### config.mk
export PLATFORM = sky130hd
export DESIGN_NAME = if_fetch_unit
export DESIGN_NICKNAME = d
export VERILOG_FILES = /design/src/rtl/if_fetch_unit.sv
export SDC_FILE = /design/constraint.sdc
export NUM_CORES = 1
export LEC_CHECK = 0
export BUFFER_PORTS_ARGS = -buffer_cell sky130_fd_sc_hd__clkbuf_2
export CORE_AREA = 8 8 166 168
export CTS_CLUSTER_DIAMETER = 150
export CTS_CLUSTER_SIZE = 16
export DETAILED_ROUTE_END_ITERATION = 6
export DIE_AREA = 0 0 174 176
export GPL_TIMING_DRIVEN = 0
export PLACE_DENSITY_LB_ADDON = 0.3
export REMOVE_ABC_BUFFERS = 1
export SYNTH_ARGS = -nofsm -noshare
export SYNTH_HDL_FRONTEND = slang
export SYNTH_SLANG_ARGS = --single-unit
### constraint.sdc
create_clock -name clk -period 7.27 [get_ports clk]
set_clock_uncertainty 0.15 [all_clocks]
set_input_delay 1.454 -clock clk [delete_from_list [all_inputs] [get_ports clk]]
set_output_delay 1.454 -clock clk [all_outputs]
set_load 0.005 [all_outputs]
### src/rtl/if_fetch_unit.sv
// Instruction-fetch stage: owns the PC, runs one imem transaction at a time and hands
// {inst, pc} to IF/ID over valid/ready. Redirects drop any stale in-flight fetch.
module if_fetch_unit #(
  parameter logic [63:0] RESET_PC = 64'h0,
  parameter logic [31:0] NOP_INST = 32'h0000_0013
) (
  input  logic        clk,
  input  logic        arst_n,
  output logic        imem_req_o,
  output logic [63:0] imem_addr_o,
  input  logic        imem_rvalid_i,
  input  logic [31:0] imem_rdata_i,
  output logic        if_valid_o,
  output logic [31:0] if_inst_o,
  output logic [63:0] if_pc_o,
  input  logic        id_ready_i,
  input  logic        redirect_valid_i,
  input  logic [63:0] redirect_pc_i
);

  typedef enum logic [1:0] {StIdle, StFetch, StHold, StDrain} state_e;

  state_e      state_q, state_d;
  logic [63:0] pc_q, pc_d;
  logic [63:0] drain_addr_q, drain_addr_d;
  logic        valid_q, valid_d;
  logic [31:0] inst_q, inst_d;
  logic [63:0] if_pc_q, if_pc_d;
  logic [63:0] redirect_tgt;

  assign redirect_tgt = redirect_pc_i & ~64'h3;

  // State register
  always_ff @(posedge clk or negedge arst_n) begin
    if (!arst_n) begin
      state_q <= StIdle;
    end else begin
      state_q <= state_d;
    end
  end

  // Next-state logic; redirect outranks every other event
  always_comb begin
    state_d = state_q;
    unique case (state_q)
      StIdle:  state_d = StFetch;
      StFetch: begin
        if (redirect_valid_i) begin
          state_d = imem_rvalid_i ? StFetch : StDrain;
        end else if (imem_rvalid_i) begin
          state_d = StHold;
        end
      end
      StHold: begin
        if (redirect_valid_i || id_ready_i) state_d = StFetch;
      end
      StDrain: begin
        if (imem_rvalid_i) state_d = StFetch;
      end
      default: state_d = StIdle;
    endcase
  end

  // Outputs
  always_comb begin
    imem_req_o  = (state_q == StFetch) || (state_q == StDrain);
    imem_addr_o = (state_q == StDrain) ? drain_addr_q : pc_q;
  end

  // Datapath next-state
  always_comb begin
    pc_d         = pc_q;
    drain_addr_d = drain_addr_q;
    valid_d      = valid_q;
    inst_d       = inst_q;
    if_pc_d      = if_pc_q;
    unique case (state_q)
      StFetch: begin
        if (redirect_valid_i) begin
          pc_d = redirect_tgt;
          if (!imem_rvalid_i) drain_addr_d = pc_q;
        end else if (imem_rvalid_i) begin
          valid_d = 1'b1;
          inst_d  = imem_rdata_i;
          if_pc_d = pc_q;
        end
      end
      StHold: begin
        if (redirect_valid_i) begin
          valid_d = 1'b0;
          inst_d  = NOP_INST;
          pc_d    = redirect_tgt;
        end else if (id_ready_i) begin
          valid_d = 1'b0;
          inst_d  = NOP_INST;
          pc_d    = pc_q + 64'd4;
        end
      end
      StDrain: begin
        if (redirect_valid_i) pc_d = redirect_tgt;
      end
      default: ;
    endcase
  end

  always_ff @(posedge clk or negedge arst_n) begin
    if (!arst_n) begin
      pc_q         <= RESET_PC;
      drain_addr_q <= RESET_PC;
      valid_q      <= 1'b0;
      inst_q       <= NOP_INST;
      if_pc_q      <= RESET_PC;
    end else begin
      pc_q         <= pc_d;
      drain_addr_q <= drain_addr_d;
      valid_q      <= valid_d;
      inst_q       <= inst_d;
      if_pc_q      <= if_pc_d;
    end
  end

  assign if_valid_o = valid_q;
  assign if_inst_o  = inst_q;
  assign if_pc_o    = if_pc_q;

endmodule

==> impl_results.md <==
- Die Y: ~180 µm
- Die area: 30600 µm²
- DR vias: 9055
- Number of cells on the worst hold path: 1
- Ys async rst share: 100%
- RSZ-0062 raised after global routing: false
- Clock Tree Buf Depth: 3
- DP Worst Slack: approximately 2.7 ns
- Status: finished, final reports clean
- Initial core utilization: approximately 45%
- DRC viols: 0
- WL per Instance: approximately 20 µm
- Drt first pass iters: 5
- Sequential fraction of the synthesis area: approximately 50%
- Final hold vios: 0
- Hold Buf Count CTS: 0
- Largest stage delay on the critical path: roughly 0.9 ns
- Top Ports: around 260
- YS warnings: 0
- Worst-path clk slew: about 0.080 ns
- Max Cap Viol: 0
- Top FF cell, synth: dfrtp_1
- First DRT Iteration DRCs: ~650
- Setup violators final: 0
- Setup Buffers After CTS: 0
- Worst Hold End: if_valid_o$_DFFE_PN0P_
- Worst slew pin tran: 1.21 ns
- Vias in the first global route: between 8k and 9k
- First-pass GRT wire length: just over 50 mm
- Share of cells above drive strength 1: 39.9%
- Pleak: 5.67 nW
- F_max: around 240 MHz
- Critical path class: in -> reg
- Area of the core: between 20000 and 25000 µm²
- Worst hold path class: reg -> reg
- Nets: between 1k and 1.5k
- Reg2Reg Depth: 5
- CTS sink count: between 200 and 250
- Register bit total from synthesis: about 220
- Slew HR: a little under a fifth
- Post_cts resized: 0
- Via-to-Cell Ratio: between 5 and 6
- Post-Synthesis Cells: 1039
- Area Growth Syn to Fin: 19.6%
- Detailed Place HPWL: approximately 23 mm
- Crit path launch type: input port
- Filler cells: between 2k and 2.5k
- Initial antenna violation count: 4
- Largest net degree at the start of global routing: about 110
- Distinct cell type count after synthesis: 58
- Rows: 58
- Post-Syn Area: around 11000 µm²
- Cells along the critical path: clkbuf_2 > o21a_2 > nand2_1 > or4b_2 > o211ai_1
- PwrDens: approximately 290 nW/µm²
- CTS HTree Levels: 1
- Placement Cell Area: 12800 µm²
- Final Instance Area: 13300 µm²
- Slew Limit Fails: 0
- Root buffer cell: clkbuf_16
- Area leader, netlist: dfrtp_1
- Final WS setup: between 3 and 4 ns
- Worst reg-to-reg setup slack: about 3.5 ns
- Total GRT Usage: roughly a fifth
- Reg2reg start: state_q[0]$_DFFE_PN0P_
- Grt ovf: 0
- Power Total: about 3.9 mW
- Routed WL: about 32 mm
- Required @ worst endpoint: 7.53 ns
- Peak supply drop: 0.206 mV
- Critical Path Sink Type: flop
- R2R Path End: pc_q[59]$_DFFE_PN0P_
- HP Start: if_valid_o$_DFFE_PN0P_
- Yosys top cell area share: 49.2%
- Die X: approximately 170 µm
- EDFF count, synth: 0
- DRT antenna net count: 0
- Worst skew pair latency: a little under 0.5 ns
- Final Critical Period: between 4 and 5 ns
- CP Max Fanout: 42
- CTS tree: done
- CTS Buf Count: 17
- Worst path slowest cell: o21a_2
- Worst Path Arrival: between 4 and 5 ns
- IO buf count: 256
- Ranking of synthesized cells by area: dfrtp_1 49%, mux2_2 19%, nand2_1 3.8%, o21ai_0 2.7%, clkbuf_1 2.4%
- Placer Congestion: 0.844
- Synthesized area per cell: between 10 and 15 µm²
- Period utilization: 56.4%
==> cells in the mapped netlist, types with 4 or more instances <==
| cell type | number |
|---|---|
| a21oi_1 | 42 |
| o311ai_0 | 4 |
| a31oi_1 | 9 |
| and2_1 | 6 |
| nor3_1 | 18 |
| buf_4 | 4 |
| nor2_1 | 40 |
| a2bb2oi_1 | 12 |
| nand3_1 | 36 |
| o211ai_1 | 11 |
| buf_1 | 11 |
| dfrtp_1 | 218 |
| nand2b_1 | 5 |
| or4_1 | 9 |
| nor4_1 | 12 |
| a311oi_1 | 6 |
| nand4_1 | 32 |
| and4_1 | 15 |
| a32oi_1 | 12 |
| o22a_1 | 9 |
| o21ai_0 | 60 |
| buf_2 | 6 |
| and3_1 | 14 |
| mux2i_1 | 4 |
| a22oi_1 | 4 |
| nand2_1 | 111 |
| or3_1 | 13 |
| o22ai_1 | 10 |
| clkbuf_1 | 70 |
| a211oi_1 | 8 |
| mux2_2 | 187 |
==> metal layers <==
metal  global-route usage, %  share of wire (%)  vias to the layer above
li1                        -                  -                     4270
met1                    27.0                 44                     4486
met2                    32.8                 47                      264
met3                    5.85                7.9                       31
met4                    3.81                1.2                        4
met5                       0              0.053                        -
==> through the flow <==
stage                     std cells  utilization, %  hold slack, ns  TNS, ns
after CTS                      1574            53.4           0.355        0
after floorplan                 948               -           0.324   -73.48
after detailed placement       1551            51.6           0.339        0
after global routing           1574            53.4           0.363        0
final                          1577            53.4           0.353        0
after global placement         1534            50.0           0.335  -649.21
==> critical path, delay by kind of cell <==
kind                   cells  cell delay [ns]
AO/OA/AOI/OAI              2             1.07
AND/OR/NAND/NOR            2             1.16
buffers and inverters      1             0.62
==> power by group <==
group / leakage (nW) / internal [mW] / switching [mW] / total [mW]
registers: 2.61 / 1.61 / 0.287 / 1.90
clock network: 0.219 / 0.428 / 0.433 / 0.860
logic: 2.84 / 0.634 / 0.499 / 1.13
total: 5.67 / 2.67 / 1.22 / 3.89
==> worst max path at each step <==
stage                                       from                           end  slack (ns)  cells past startpoint
after detailed placement        redirect_valid_i          pc_q[59]$_DFFE_PN0P_        2.71                      5
after floorplan                    imem_rvalid_i  drain_addr_q[10]$_DFFE_PN0P_       -1.19                      2
after CTS                 state_q[0]$_DFFE_PN0P_               imem_addr_o[44]        3.13                      4
after global placement          redirect_valid_i  drain_addr_q[31]$_DFFE_PN0P_       -6.08                      3
final                           redirect_valid_i          pc_q[59]$_DFFE_PN0P_        3.17                      5
after global routing      state_q[0]$_DFFE_PN0P_               imem_addr_o[44]        3.04                      4
==> sequential cells by signal, indices dropped and copies added (netlist names) <==
signal and cells:
drain_addr_q 62, if_pc_o 62, pc_q 62, if_inst_o 32, state_q 2, if_valid_o 1
==> kinds of logic after synthesis <==
logic type | after synthesis | share of synthesized area, %
AO/OA/AOI/OAI | 202 | 11.8
adder cells (fa/ha/maj) | 1 | 0.113
buffers and inverters | 97 | 3.52
flip-flops | 221 | 49.9
multiplexers | 191 | 19.4
other | 1 | 0.0338
AND/OR/NAND/NOR | 326 | 15.2
==> layout by cell type (no fill, tap or decap), types with 6 or more instances in the layout <==
cell	n
nor3_1	18
nor4_1	11
a32oi_1	12
a2bb2oi_1	12
o22a_1	9
clkbuf_16	17
and4_1	15
and2_1	6
a31oi_1	9
buf_16	6
nand3_1	36
o21ai_0	60
and3_1	14
mux2_2	187
nor2_1	38
dfrtp_1	218
nand4_1	32
a211oi_1	8
or4_1	9
o211ai_1	11
a21oi_1	42
or3_1	13
clkbuf_2	255
o22ai_1	10
a311oi_1	6
nand2_1	110
==> cell type report <==
cell class	count	area, µm²	share of cell area (%)
Antenna cell	3	7.51	0.0566
Clock buffer	22	444	3.35
Clock inverter	1	5.00	0.0378
Inverter	3	11.3	0.0849
Multi-Input combinational cell	724	5220	39.4
Sequential cell	221	5530	41.7
Tap cell	330	413	3.11
Timing Repair Buffer	273	1620	12.2
No activity file was read; power rests on OpenSTA's default activity.
